--- src/rtl/prio_req_dispatcher_if.sv ---
// Handshake/bus bundle for prio_req_dispatcher.
//   req_in, mask       : request lines and per-line dispatch enable (driven by master)
//   out_valid, out_idx : offered grant index (driven by slave / dispatcher)
//   out_ready          : downstream accept (driven by master)
//   pending, overflow  : status outputs of the dispatcher
interface prio_req_dispatcher_if #(
  parameter int N_REQ = 8,
  parameter int IDX_W = 3
);
  logic [N_REQ-1:0] req_in;
  logic [N_REQ-1:0] mask;
  logic             out_valid;
  logic             out_ready;
  logic [IDX_W-1:0] out_idx;
  logic [N_REQ-1:0] pending;
  logic             overflow;

  modport master (
    output req_in, mask, out_ready,
    input  out_valid, out_idx, pending, overflow
  );

  modport slave (
    input  req_in, mask, out_ready,
    output out_valid, out_idx, pending, overflow
  );
endinterface

--- src/rtl/prio_req_dispatcher.sv ---
// prio_req_dispatcher: captures request events into a sticky pending register
// and offers the highest-numbered pending & enabled index over valid/ready.
// Ports:
//   clk, rst : clock, asynchronous active-high reset
//   bus      : prio_req_dispatcher_if.slave (req_in, mask, out_ready in;
//              out_valid, out_idx, pending, overflow out)

// Per-line capture: edge/level detect, sticky pending bit, overflow term.
module prio_req_lane #(
  parameter bit EDGE_MODE = 1'b1
) (
  input  logic clk,
  input  logic rst,
  input  logic armed,
  input  logic req,
  input  logic clr,
  output logic pend,
  output logic ovf
);
  logic req_q;
  logic set;

  // Until armed, lines already high when reset is released are not events.
  assign set = EDGE_MODE ? (req & ~req_q & armed) : req;
  assign ovf = EDGE_MODE ? (set & pend & ~clr) : 1'b0;

  always_ff @(posedge clk or posedge rst) begin
    if (rst) begin
      req_q <= 1'b0;
      pend  <= 1'b0;
    end else begin
      req_q <= req;
      pend  <= (pend & ~clr) | set;  // set wins: bit re-arms
    end
  end
endmodule

module prio_req_dispatcher #(
  parameter int N_REQ     = 8,
  parameter int IDX_W     = 3,
  parameter bit EDGE_MODE = 1'b1
) (
  input  logic                clk,
  input  logic                rst,
  prio_req_dispatcher_if.slave bus
);
  typedef enum logic {IDLE, OFFER} state_t;

  state_t           state;
  logic             armed;
  logic             hs;
  logic [N_REQ-1:0] clr;
  logic [N_REQ-1:0] pend_w;
  logic [N_REQ-1:0] ovf_w;
  logic [N_REQ-1:0] pm;
  logic [IDX_W-1:0] hi_idx;

  assign hs = bus.out_valid & bus.out_ready;
  assign pm = pend_w & bus.mask;
  assign bus.pending = pend_w;

  generate
    for (genvar g = 0; g < N_REQ; g++) begin : g_lane
      assign clr[g] = hs && (bus.out_idx == IDX_W'(g));
      prio_req_lane #(.EDGE_MODE(EDGE_MODE)) u_lane (
        .clk   (clk),
        .rst   (rst),
        .armed (armed),
        .req   (bus.req_in[g]),
        .clr   (clr[g]),
        .pend  (pend_w[g]),
        .ovf   (ovf_w[g])
      );
    end
  endgenerate

  // Highest set index wins: later iterations overwrite lower ones.
  always_comb begin
    hi_idx = '0;
    for (int i = 0; i < N_REQ; i++)
      if (pm[i]) hi_idx = IDX_W'(i);
  end

  always_ff @(posedge clk or posedge rst) begin
    if (rst) begin
      armed        <= 1'b0;
      bus.overflow <= 1'b0;
    end else begin
      armed        <= 1'b1;
      bus.overflow <= EDGE_MODE ? |ovf_w : 1'b0;
    end
  end

  // Offer is latched and held until accepted; no preemption in OFFER.
  always_ff @(posedge clk or posedge rst) begin
    if (rst) begin
      state         <= IDLE;
      bus.out_valid <= 1'b0;
      bus.out_idx   <= '0;
    end else begin
      case (state)
        IDLE: if (|pm) begin
          bus.out_idx   <= hi_idx;
          bus.out_valid <= 1'b1;
          state         <= OFFER;
        end
        OFFER: if (bus.out_ready) begin
          bus.out_valid <= 1'b0;
          state         <= IDLE;
        end
        default: begin
          bus.out_valid <= 1'b0;
          state         <= IDLE;
        end
      endcase
    end
  end
endmodule

--- src/flat_wrapper.sv ---
// flat-port wrapper written by rule: the top's interface ports become plain ports
module prio_req_dispatcher_flat 
#(
  parameter int N_REQ     = 8,
  parameter int IDX_W     = 3,
  parameter bit EDGE_MODE = 1'b1
)
  (clk, rst, bus_req_in, bus_mask, bus_out_ready, bus_out_valid, bus_out_idx, bus_pending, bus_overflow);
  prio_req_dispatcher_if #(.N_REQ(N_REQ), .IDX_W(IDX_W)) bus_i ();
  input  logic clk;
  input  logic rst;
  input wire logic [$bits(bus_i.req_in)-1:0] bus_req_in;
  input wire logic [$bits(bus_i.mask)-1:0] bus_mask;
  input wire logic [$bits(bus_i.out_ready)-1:0] bus_out_ready;
  output wire logic [$bits(bus_i.out_valid)-1:0] bus_out_valid;
  output wire logic [$bits(bus_i.out_idx)-1:0] bus_out_idx;
  output wire logic [$bits(bus_i.pending)-1:0] bus_pending;
  output wire logic [$bits(bus_i.overflow)-1:0] bus_overflow;
  assign bus_i.req_in = bus_req_in;
  assign bus_i.mask = bus_mask;
  assign bus_i.out_ready = bus_out_ready;
  assign bus_out_valid = bus_i.out_valid;
  assign bus_out_idx = bus_i.out_idx;
  assign bus_pending = bus_i.pending;
  assign bus_overflow = bus_i.overflow;
  prio_req_dispatcher #(.N_REQ(N_REQ), .IDX_W(IDX_W), .EDGE_MODE(EDGE_MODE)) u_core (.clk(clk), .rst(rst), .bus(bus_i));
endmodule
--- config.mk ---
export PLATFORM = sky130hd
export DESIGN_NAME = prio_req_dispatcher_flat
export DESIGN_NICKNAME = d
export VERILOG_FILES = /design/src/rtl/prio_req_dispatcher_if.sv /design/src/rtl/prio_req_dispatcher.sv /design/src/flat_wrapper.sv
export SDC_FILE = /design/constraint.sdc
export NUM_CORES = 1
export LEC_CHECK = 0
export CORE_MARGIN = 3
export CORE_UTILIZATION = 47
export DETAILED_ROUTE_END_ITERATION = 16
export GPL_TIMING_DRIVEN = 1
export HOLD_SLACK_MARGIN = 0.06
export PLACE_DENSITY = 0.89
export SLEW_MARGIN = 40
export SYNTH_ARGS = -nofsm -noshare
export SYNTH_HDL_FRONTEND = slang
export SYNTH_HIERARCHICAL = 1
export SYNTH_SLANG_ARGS = --single-unit
--- constraint.sdc ---
create_clock -name clk -period 1.7 [get_ports clk]
set_clock_uncertainty 0.05 [all_clocks]
set_input_delay 0.34 -clock clk [delete_from_list [all_inputs] [get_ports clk]]
set_output_delay 0.34 -clock clk [all_outputs]
set_load 0.05 [all_outputs]
* Word-level counts from Yosys, hierarchy flattened
Cells that the tools add are included.
** Word-level totals
- Flip-flop bits (word level) :: 23
- Input bits :: 19
- Logic and storage cells :: 123
** Cells by class
- Eq/ne operators :: 9
- Muxes and demuxes :: 13
- Bitwise operators :: 67
- Reductions and logical operators :: 13
** Operators with widths (count)
- $and A1 B1 Y1 :: 41
- $not A1 Y1 :: 17
- $reduce_or A8 Y1 :: 2
- $eq A3 B3 Y1 const B :: 4
- $mux W3 :: 4
- $and A8 B8 Y8 :: 1
- $logic_and A1 B1 Y1 :: 8
- $or A1 B1 Y1 :: 8
- $eq A3 B2 Y1 const B :: 2
- $mux W1 :: 5
- $mux W2 :: 2
- $pmux W1 S2 :: 2
- $reduce_and A2 Y1 :: 2
- $eq A3 B1 Y1 const B :: 1
- $logic_not A3 Y1 :: 1
- $ne A2 B1 Y1 const B :: 1
- $ne A2 B2 Y1 const B :: 1

* Logic depth before layout (Yosys ltp)
Gate-level depths: netlist of run 1.
- Word-level depth :: 8
- Mapped depth :: 6
- Gate-level depth less buffers :: 6

* Hierarchy
The synthesis of run 1 kept the hierarchy.
** Modules (own cells, without submodules)
- prio_req_lane :: instances 8, cells an instance 7, area each 90.1 um^2, sequential area each 50.0 um^2
- prio_req_dispatcher :: instances 1, cells an instance 49, area each 476.7 um^2, sequential area each 175.2 um^2

* Worst setup path before layout of run 1
Ideal clock, no wire load.
- Path kind :: register to register
- From :: register u_core.bus.out_valid
- To :: register u_core.bus.overflow
- Setup time :: 129 ps
- Arrival time :: 1621 ps
- Setup slack :: -100 ps
- Stages on the path, launching flop included :: 7
- Buffers on the path :: 0
- Clock period less this slack :: 1800 ps
- Cell sequence :: dfrtp_1 -> or3b_1 -> nor2_1 -> nand2b_1 -> nor2_2 -> nor4_1 -> nand2_1
** On the way
- Word-level cells in the longest chain between the ends :: 5
- Elaborated cells on any way between the ends :: 26
** RTL lines
- from (decl) :: RTL line prio_req_dispatcher_if.sv:25 : output out_valid, out_idx, pending, overflow
- from (signal assigned) :: RTL line prio_req_dispatcher.sv:98 : bus.out_valid <= 1'b0;
- from (signal assigned) :: RTL line prio_req_dispatcher.sv:104 : bus.out_valid <= 1'b1;
- from (signal assigned) :: RTL line prio_req_dispatcher.sv:108 : bus.out_valid <= 1'b0;
- $and A1 B1 Y1 :: RTL line prio_req_dispatcher.sv:58 : assign hs = bus.out_valid & bus.out_ready;
- $logic_and A1 B1 Y1 :: RTL line prio_req_dispatcher.sv:64 : assign clr[g] = hs && (bus.out_idx == IDX_W'(g));
- named net u_core.clr[1] :: RTL line prio_req_dispatcher.sv:52 : logic [N_REQ-1:0] clr;
- $not A1 Y1 :: RTL line prio_req_dispatcher.sv:25 : assign ovf = EDGE_MODE ? (set & pend & ~clr) : 1'b0;
- $and A1 B1 Y1 :: RTL line prio_req_dispatcher.sv:25
- named net u_core.ovf_w[1] :: RTL line prio_req_dispatcher.sv:54 : logic [N_REQ-1:0] ovf_w;
- $reduce_or A8 Y1 :: RTL line prio_req_dispatcher.sv:90 : bus.overflow <= EDGE_MODE ? |ovf_w : 1'b0;
- to (signal assigned) :: RTL line prio_req_dispatcher.sv:90
- to (decl) :: RTL line prio_req_dispatcher_if.sv:25
The timed path passes the listed nets, and every way through them passes these cells.
A chain may end at the register's enable or synchronous reset.

* Worst setup path after layout of run 1
- From :: register u_core.bus.out_idx[1]
- To :: register u_core.bus.overflow
** On the way
- Word-level cells in the longest chain between the ends :: 5
- Elaborated cells on any way between the ends :: 33
** RTL lines
- from (decl) :: RTL line prio_req_dispatcher_if.sv:25
- from (signal assigned) :: RTL line prio_req_dispatcher.sv:103 : bus.out_idx <= hi_idx;
- $eq A3 B3 Y1 :: RTL line prio_req_dispatcher.sv:64
- $logic_and A1 B1 Y1 :: RTL line prio_req_dispatcher.sv:64
- named net u_core.clr[5] :: RTL line prio_req_dispatcher.sv:52
- $not A1 Y1 :: RTL line prio_req_dispatcher.sv:25
- $and A1 B1 Y1 :: RTL line prio_req_dispatcher.sv:25
- named net u_core.ovf_w[5] :: RTL line prio_req_dispatcher.sv:54
- $reduce_or A8 Y1 :: RTL line prio_req_dispatcher.sv:90
The timed path passes the listed nets, and every way through them passes these cells.

==> results of run 1 <==
==> report_power, final <==
group	switching [mW]	internal (mW)
registers	0.262	0.715
clock network	0.153	0.0915
logic	1.02	1.01
==> path summary, 6_finish.rpt <==
kind                                                 to  slack [ps]
max in group asynchronous         u_core/bus.out_idx[0]         820
min in group clk           u_core/g_lane[7].u_lane/pend         500
hold / removal             u_core/g_lane[2].u_lane/pend         420
setup / recovery                    u_core/bus.overflow          40
hold reg to reg            u_core/g_lane[7].u_lane/pend         500
setup reg to reg                    u_core/bus.overflow          40
==> cell families after synthesis <==
| logic type | after synthesis |
|---|---|
| AOI/OAI and AO/OA | 14 |
| muxes | 1 |
| and+or+nand+nor | 55 |
| other | 1 |
| buffers and inverters | 11 |
| DFF | 23 |
==> cells in the final DEF, fill, tap and decap left out, drive strengths merged, types with 2 or more instances in the layout <==
cell           synthesis  routed
inv                   11      11
nor2                  15      15
nand2                 15      15
clkbuf                 0       4
nand3b                 9       9
dfrtp                 23      23
nor3                   2       2
a21o                   4       4
nand2b                 9       9
a22oi                  4       4
nor4                   2       2
clkdlybuf4s50          0      18
nand3                  2       2
buf                    0      29
==> metal layers <==
layer	routed length [um]	part of all wire, %	global-route usage (%)
met1	1160	37	24.8
met2	1610	51	32.3
met3	255	8.1	4.83
met4	110	3.5	7.80
met5	0	0	0
==> critical path, delay by kind of cell, from the launching register on <==
family	cells	cell delay (ps)
simple gates	6	910
flops	1	450
buf+inv	1	140
==> through the flow <==
stage | hold WS (ps) | setup TNS, ps | setup WS (ps)
floorplan | 31.2 | 0 | 40.3
global placement | 462 | -243 | -230
detailed placement | 467 | -411 | -269
CTS | 391 | 0 | 7.81
global route | 434 | -58.5 | -58.5
finish | 418 | 0 | 37.8
==> synthesized netlist by cell type (all sizes together) <==
master  count
a21o        4
a21oi       1
a22oi       4
a31oi       1
a32o        1
a32oi       1
a41oi       1
conb        1
dfrtp      23
inv        11
mux2        1
nand2      15
nand2b      9
nand3       2
nand3b      9
nor2       15
nor3        2
nor4        2
o21ai       1
or3b        1
==> timing repair <==
| item | 4_1_cts | 5_1_grt |
|---|---|---|
| gates resized for setup | 1 | 11 |
| endpoints found under the setup margin | 1 | 1 |
| gates cloned | 0 | 0 |
| hold buffers | 0 | 0 |
| hold endpoints to repair | 0 | 0 |
| setup buffers | 0 | 4 |
| pin swaps | 0 | 4 |
==> final cells by class <==
| class | instances | area share, % |
|---|---|---|
| repair buffers | 47 | 29.3 |
| clock buffers | 4 | 1.41 |
| well taps | 28 | 1.87 |
| multi-input cells | 71 | 34.1 |
| inverters | 11 | 2.21 |
| flip-flops and latches | 23 | 31.1 |
==> flip-flops by register name (all words and copies together), names as in the netlist <==
register,count
u_core/g_lane.u_lane/pend,8
u_core/armed,1
u_core/bus.overflow,1
u_core/bus.out_idx,3
u_core/state,1
u_core/g_lane.u_lane/req_q,8
u_core/bus.out_valid,1
==> results.json, run 1 <==
{
  "status": "finished, final reports clean",
  "synthesis.area_per_instance_um2": 11.4,
  "postLayoutCoreUtil_pct": 80.6,
  "synth.largest_area_cell": "dfrtp_1",
  "remaining_drcs": 0,
  "cts.reportedPaths.clkPinSlew_ps": 120,
  "finalInstanceArea_um2": 1870,
  "timing.hold.worst.class": "input pin to async pin",
  "tritoncts_clock_tree": "yes",
  "setup_viol_count_final": 0,
  "first_global_vias": 1067,
  "yosysTopAreaCellShare_pct": 48.1,
  "first_iter_violations": 36,
  "drt.antenna.violating_nets": 0,
  "setup.worst_path.end_class": "flop",
  "rows": 17,
  "hold_viol": 0,
  "layoutNonFillerInstCount": 184,
  "synth-xor-area-share_pct": 0,
  "synth.cell_area_um2": 1200,
  "yosys.area_share.adder_pct": 0,
  "worstSetupStartpoint": "u_core/bus.out_idx[1]",
  "tot_pwr_mw": 3.25,
  "crit_type": "flop to flop",
  "dieArea_um2": 3190,
  "synthDistinctLibCells": 24,
  "coreArea_um2": 2320,
  "cts_buffers": 3,
  "timing.final.crit_period_ps": 1660,
  "buffer_depth_of_the_longest_clock_path": 2,
  "ys_ff_latch": 23,
  "share_of_layout_cells_above_drive_strength_1_pct": 45.5,
  "number_of_clock_sinks": 23,
  "antenna_found_initial": 0,
  "io_buffer_count": 31,
  "crit_path_cell_trace": "buf_4 > nand3b_1 > nor2_1 > nand2b_1 > nor2_2 > nor4_2 > nand2_1",
  "fill_cells": 126,
  "route.detailed.vias_per_inst": 5.44,
  "timing.final.max_slew_violations": 0,
  "synthCells": 105,
  "dp.cells": 176,
  "total_overflow_reported_by_the_global_router": 0,
  "combined_area_of_the_multi_input_logic_cells_um2": 638,
  "num_antenna_cells": 0,
  "clock.fmax_mhz": 602,
  "grt_use_total_pct": 19.7,
  "grt_start_max_net_pins": 13,
  "layout.area.seq_um2": 581,
  "cells_on_worst_reg2reg_path": 7,
  "vias": 1001,
  "route.detailed.wl_per_inst_um": 17.1,
  "floorplan.die.width_um": 56.5,
  "critical_path.reg2reg.startpoint": "u_core/bus.out_idx[1]",
  "muxShareOfSynthArea_pct": 1.25,
  "required_ps": 1840,
  "p_per_area_nw_per_um2": 1740,
  "floorplan.die.height_um": 56.5,
  "drt_first_pass_iters": 4,
  "synthesized_area_fraction_occupied_by_and_or_nand_nor_cells_pct": 33.2,
  "yosys_warnings": 6,
  "clock-root-buffer": "clkbuf_4",
  "syn2layout_area_growth_pct": 56.1,
  "critPathSlowestCell": "dfrtp_2",
  "final.period_utilization_pct": 97.8,
  "dpl-instance-area_um2": 1750,
  "floorplan.initialDensity_pct": 51.6,
  "cp_data_arrival_time_ps": 1810,
  "synth_top_family_by_area": "simple AND/OR/NAND/NOR gates",
  "timing.max_cap.violations": 0,
  "wirelength_mm": 3.14,
  "synth_compound_gate_area_share_pct": 13.7,
  "critPathLaunchType": "flop",
  "netlist_top_cells_area": "dfrtp_1, nand3b_4, nand2_1",
  "max_stage_delay_ps": 450,
  "finalNetCount": 176,
  "post-dp-hpwl_mm": 2.25,
  "cts.htree.levels": 1,
  "worst_ir_drop_vdd_v": 0.00156,
  "finalWeightedCongestion": 0.896,
  "proportion_of_synthesized_chip_area_in_sequential_cells_pct": 48.1,
  "ios": 32,
  "path_max_fanout": 4,
  "grt_pass1_wl_mm": 4.91,
  "net_count_synth": 124,
  "clk_latency_ps": 300,
  "power_leakage_nw": 0.910
}
No activity file was read; power rests on OpenSTA's default activity.
==> inputs of run 2 (changes only) <==
--- a/config.mk
+++ b/config.mk
@@ -5,12 +5,14 @@
 export SDC_FILE = /design/constraint.sdc
 export NUM_CORES = 1
 export LEC_CHECK = 0
+export CELL_PAD_IN_SITES_DETAIL_PLACEMENT = 0
+export CELL_PAD_IN_SITES_GLOBAL_PLACEMENT = 1
 export CORE_MARGIN = 3
-export CORE_UTILIZATION = 47
+export CORE_UTILIZATION = 39
 export DETAILED_ROUTE_END_ITERATION = 16
 export GPL_TIMING_DRIVEN = 1
 export HOLD_SLACK_MARGIN = 0.06
-export PLACE_DENSITY = 0.89
+export PLACE_DENSITY = 0.93
 export SLEW_MARGIN = 40
 export SYNTH_ARGS = -nofsm -noshare
 export SYNTH_HDL_FRONTEND = slang
==> constraint.sdc (replaced) <==
create_clock -name clk -period 1.95 [get_ports clk]
set_clock_uncertainty 0.05 [all_clocks]
set_input_delay 0.39 -clock clk [delete_from_list [all_inputs] [get_ports clk]]
set_output_delay 0.39 -clock clk [all_outputs]
set_load 0.05 [all_outputs]
==> run 2 against run 1 <==
  * First-iteration DRC count decreased by 39%
  * Design area is 17% lower
  * Sequential power down 17%
  * Clock power down 10%
  * Sequential share of layout area rose by 6.2 points
  * Largest power group unchanged
==> results.json, run 2 (synthesis gave the netlist of run 1 again) <==
{
  "status": "finished, final reports clean",
  "timing.max_cap.violations": 0,
  "first_iter_violations": 22,
  "critical_path.reg2reg.startpoint": "u_core/bus.out_idx[1]",
  "tightest_slew_ps": 808,
  "setup.worst_path.end_class": "flop",
  "setup_repair_after_global_routing_missed_its_margin": "no",
  "max_stage_delay_ps": 460,
  "dieArea_um2": 3770,
  "ios": 32,
  "timing.hold.worst.class": "input pin to async pin",
  "share_of_layout_cells_above_drive_strength_1_pct": 29.3,
  "cp_data_arrival_time_ps": 1830,
  "max-slew-margin-rel_pct": 46.2,
  "path_max_fanout": 6,
  "floorplan.initialDensity_pct": 42.3,
  "crit_type": "flop to flop",
  "io_buffer_count": 31,
  "finalWeightedCongestion": 0.827,
  "cts.htree.levels": 1,
  "antenna_found_initial": 0,
  "wl_met2_mm": 1.28,
  "crit_path_cell_trace": "or3b_1 > nor2_1 > nand2b_1 > nor2_2 > nor4_1 > nand2_1",
  "setup_viol_count_final": 0,
  "total_overflow_reported_by_the_global_router": 0,
  "syn2layout_area_growth_pct": 29.2,
  "cts.reportedPaths.clkPinSlew_ps": 130,
  "cts_buffers": 3,
  "most-common-layout-cells": "dfrtp_1, clkdlybuf4s50_1, nand2_1, buf_4, inv_1",
  "clock-root-buffer": "clkbuf_4",
  "clkPwrFrac_pct": 10.1,
  "num_antenna_cells": 0,
  "drt_first_pass_iters": 4,
  "cells_on_worst_reg2reg_path": 6,
  "critPathSlowestCell": "dfrtp_1",
  "rows": 19,
  "clk_latency_ps": 310,
  "route.detailed.wl_per_inst_um": 14.9,
  "mostFrequentLayoutCell": "dfrtp_1",
  "vias": 870,
  "critPathLaunchType": "flop",
  "maxUsedRoutingLayer": "met4",
  "detailedPlace.worstSlack_ps": -1.48,
  "worst_ir_drop_vdd_v": 0.000699,
  "wl_met3_um": 126,
  "grt_use_total_pct": 15.5,
  "combPwrFrac_pct": 52.9,
  "rr_endpoint": "u_core/bus.overflow",
  "final.period_utilization_pct": 86.0,
  "p_per_area_nw_per_um2": 1420,
  "finalNetCount": 160,
  "route.detailed.vias_per_inst": 5.09,
  "remaining_drcs": 0,
  "clock.fmax_mhz": 596,
  "tritoncts_clock_tree": "yes",
  "coreArea_um2": 2830,
  "net_sw_share_pct": 49.4,
  "grt_pass1_wl_mm": 4.26,
  "timing.final.crit_period_ps": 1680,
  "power.net_switching_mw": 1.08,
  "hold_viol": 0,
  "floorplan.die.height_um": 61.4,
  "required_ps": 2100,
  "postLayoutCoreUtil_pct": 54.7,
  "first_global_vias": 953,
  "post-dp-hpwl_mm": 2.06,
  "buffer_depth_of_the_longest_clock_path": 2,
  "drt.antenna.violating_nets": 0,
  "met1Wirelength_mm": 1.11,
  "floorplan.die.width_um": 61.4,
  "setup_slack_ps": 273,
  "timing.final.max_slew_violations": 0,
  "number_of_clock_sinks": 23,
  "r2r_setup_slack_ps": 270,
  "p_int_mw": 1.11,
  "seq_pwr_share_pct": 37.0,
  "wirelength_mm": 2.55,
  "grt_start_max_net_pins": 14,
  "largest_registers": "u_core/g_lane.u_lane/pend: 8 flops, u_core/g_lane.u_lane/req_q: 8 flops, u_core/bus.out_idx: 3 flops",
  "power_leakage_nw": 0.773
}
run 2: timing repair:
action	CTS	global route
endpoints found under the setup margin	0	1
gates resized for setup	0	1
hold buffers	0	0
setup buffers	0	0
run 2: cell type report:
cell class              count  area (um^2)
multi-input cells          71          581
clock buffers               3         22.5
inverters                  11         41.3
flip-flops and latches     23          576
repair buffers             31          283
well taps                  31         38.8
fillers                   250         1280
clock inverters             1         5.00
run 2: routing by layer:
| layer | up-vias | GRT usage, % |
|---|---|---|
| li1 | 421 | - |
| met1 | 422 | 19.4 |
| met2 | 23 | 26.0 |
| met3 | 4 | 2.73 |
| met4 | 0 | 6.97 |
| met5 | - | 0 |
run 2: power by group through the flow:
stage	registers (mW)	clock network, mW	logic, mW
after floorplan	1.20	0	0.406
after detailed placement	0.823	0	1.16
after global placement	0.816	0	1.14
after global routing	0.835	0.254	1.23
final	0.811	0.220	1.16
after CTS	0.814	0.230	1.17
run 2: worst max path at each step:
stage,start,endpoint,slack [ps]
final,u_core/bus.out_idx[1],u_core/bus.overflow,270
after global routing,u_core/bus.out_idx[1],u_core/bus.overflow,80
after CTS,u_core/bus.overflow,bus_overflow,20
after detailed placement,bus_out_ready,u_core/bus.overflow,-1
after global placement,bus_out_ready,u_core/bus.overflow,-50
after floorplan,u_core/bus.out_valid,u_core/bus.overflow,150
run 2: through the flow:
stage               power, mW  std cells  area (um^2)  hold WS (ps)  setup TNS, ps
finish                   2.19        171         1550           439              0
global route             2.32        171         1550           468              0
CTS                      2.21        171         1540           445              0
detailed placement       1.98        167         1520           473          -1.48
global placement         1.96        167         1520           464          -51.7
floorplan                1.61        105         1200          81.2              0
run 2: critical path: cells and delay by family, from the launching register on:
kind / cells / cell delay, ps
DFF: 1 / 460
and+or+nand+nor: 6 / 1060
==> inputs of run 3 (changes only) <==
--- a/config.mk
+++ b/config.mk
@@ -12,6 +12,7 @@
 export DETAILED_ROUTE_END_ITERATION = 16
 export GPL_TIMING_DRIVEN = 1
 export HOLD_SLACK_MARGIN = 0.06
+export MAX_ROUTING_LAYER = met4
 export PLACE_DENSITY = 0.93
 export SLEW_MARGIN = 40
 export SYNTH_ARGS = -nofsm -noshare
==> run 3 against run 2 <==
  * Global-route usage is 0.49 points higher
  * Register-to-register slack hardly changed
  * First-iteration DRC count stayed put
  * Sequential power hardly changed
  * Final cell count stayed put
  * Power hardly changed
  * Combinational power hardly changed
  * Core utilization stayed put
  * Via count stayed put
  * Non-clock buffer count stayed put
  * Critical endpoint unchanged
==> results.json, run 3 (synthesis gave the netlist of run 1 again) <==
{
  "first_iter_violations": 22,
  "num_antenna_cells": 0,
  "dpl-instance-area_um2": 1520,
  "crit_type": "flop to flop",
  "tritoncts_clock_tree": "yes",
  "setup.worst_path.end_class": "flop",
  "drt_first_pass_iters": 4,
  "first_global_vias": 953,
  "route.detailed.wl_per_inst_um": 14.9,
  "antenna_found_initial": 0,
  "grt_use_total_pct": 16.0,
  "timing.max_cap.violations": 0,
  "timing.hold.worst.class": "input pin to async pin",
  "remaining_drcs": 0,
  "most-common-layout-cells": "dfrtp_1, clkdlybuf4s50_1, nand2_1, buf_4, inv_1",
  "route.detailed.vias_per_inst": 5.09,
  "share_of_layout_cells_above_drive_strength_1_pct": 29.3,
  "cp_top_family": "simple AND/OR/NAND/NOR gates",
  "finalNetCount": 160,
  "tightest_slew_ps": 808,
  "global_route.usage.met1_pct": 19.8,
  "post-dp-hpwl_mm": 2.06,
  "clk_latency_ps": 310,
  "crit_path_cell_trace": "or3b_1 > nor2_1 > nand2b_1 > nor2_2 > nor4_1 > nand2_1",
  "clock.fmax_mhz": 596,
  "critPathBufInv": 0,
  "number_of_clock_sinks": 23,
  "rows": 19,
  "setup_viol_count_final": 0,
  "vias": 870,
  "grt_use_met3_pct": 2.10,
  "largest_registers": "u_core/g_lane.u_lane/pend: 8 flops, u_core/g_lane.u_lane/req_q: 8 flops, u_core/bus.out_idx: 3 flops",
  "status": "finished, final reports clean",
  "timing.final.max_slew_violations": 0,
  "path_max_fanout": 6,
  "cts.reportedPaths.clkPinSlew_ps": 130,
  "floorplan.die.height_um": 61.4,
  "cts_buffers": 3,
  "syn2layout_area_growth_pct": 29.2,
  "worstSetupStartpoint": "u_core/bus.out_idx[1]",
  "floorplan.initialDensity_pct": 42.3,
  "max_stage_delay_ps": 460,
  "critPathLaunchType": "flop",
  "grt_pass1_wl_mm": 4.26,
  "met2_usage_pct": 26.0,
  "total_overflow_reported_by_the_global_router": 0,
  "cp_data_arrival_time_ps": 1830,
  "combined_area_of_the_multi_input_logic_cells_um2": 581,
  "postLayoutCoreUtil_pct": 54.7,
  "p_per_area_nw_per_um2": 1420,
  "timing.final.crit_period_ps": 1680,
  "clock-root-buffer": "clkbuf_4",
  "drt.antenna.violating_nets": 0,
  "grt_start_max_net_pins": 14,
  "max-slew-margin-rel_pct": 46.2,
  "required_ps": 2100,
  "grt.busiest_layer": "met2",
  "postCtsSetupRepairBufs": 0,
  "critical_path.reg2reg.startpoint": "u_core/bus.out_idx[1]",
  "setup_repair_after_global_routing_missed_its_margin": "no",
  "power_leakage_nw": 0.773,
  "floorplan.die.width_um": 61.4,
  "hold_viol": 0,
  "layout.area.seq_um2": 576,
  "cts.htree.levels": 1,
  "critPathSlowestCell": "dfrtp_1",
  "coreArea_um2": 2830,
  "wirelength_mm": 2.55,
  "ios": 32,
  "worst_ir_drop_vdd_v": 0.000699,
  "io_buffer_count": 31,
  "fill_cells": 250,
  "buffer_depth_of_the_longest_clock_path": 2,
  "finalWeightedCongestion": 0.840,
  "mostFrequentLayoutCell": "dfrtp_1",
  "dieArea_um2": 3770,
  "final.period_utilization_pct": 86.0,
  "finalInstanceArea_um2": 1550
}
## run 3: cell counts in the layout (fill, tap and decap cells not counted)
No cell type changed its count.
## run 3: path summary, 6_finish.rpt
check	to	slack [ps]	depth (start not counted)
min	u_core/g_lane[7].u_lane/req_q	440	2
min reg2reg	u_core/g_lane[6].u_lane/pend	490	2
max reg2reg	u_core/bus.overflow	270	6
max	u_core/bus.overflow	270	6
min in group clk	u_core/g_lane[6].u_lane/pend	490	2
max in group asynchronous	u_core/bus.overflow	1070	2
## run 3: report_power, final
part / total, mW / internal [mW] / leakage [nW] / switching (mW)
registers: 0.811 / 0.616 / 0.252 / 0.195
logic: 1.16 / 0.417 / 0.503 / 0.744
clock network: 0.221 / 0.0766 / 0.0177 / 0.144
## run 3: cell type report
class | instances | area share (%)
clock buffers | 3 | 1.46
multi-input cells | 71 | 37.5
inverters | 11 | 2.67
flip-flops and latches | 23 | 37.2
clock inverters | 1 | 0.324
well taps | 31 | 2.51
repair buffers | 31 | 18.3
## run 3: metal layers
layer,up-vias,part of all wire [%]
met3,4,4.2
li1,421,-
met2,23,50
met4,0,1.3
met5,-,0
met1,422,44
## run 3: what timing repair did
action,in CTS,in global routing
gates resized for setup,0,1
setup endpoints to repair,0,1
hold buffers,0,0
## run 3: metrics by stage
step	hold WS, ps	setup WS [ps]	total power [mW]	std cells	setup TNS, ps
2_1_floorplan	81.2	150	1.61	105	0
4_1_cts	445	18.9	2.21	171	0
5_1_grt	468	81.7	2.32	171	0
6_report	440	272	2.19	171	0
3_5_place_dp	473	-1.48	1.98	167	-1.48
3_3_place_gp	464	-51.7	1.96	167	-51.7
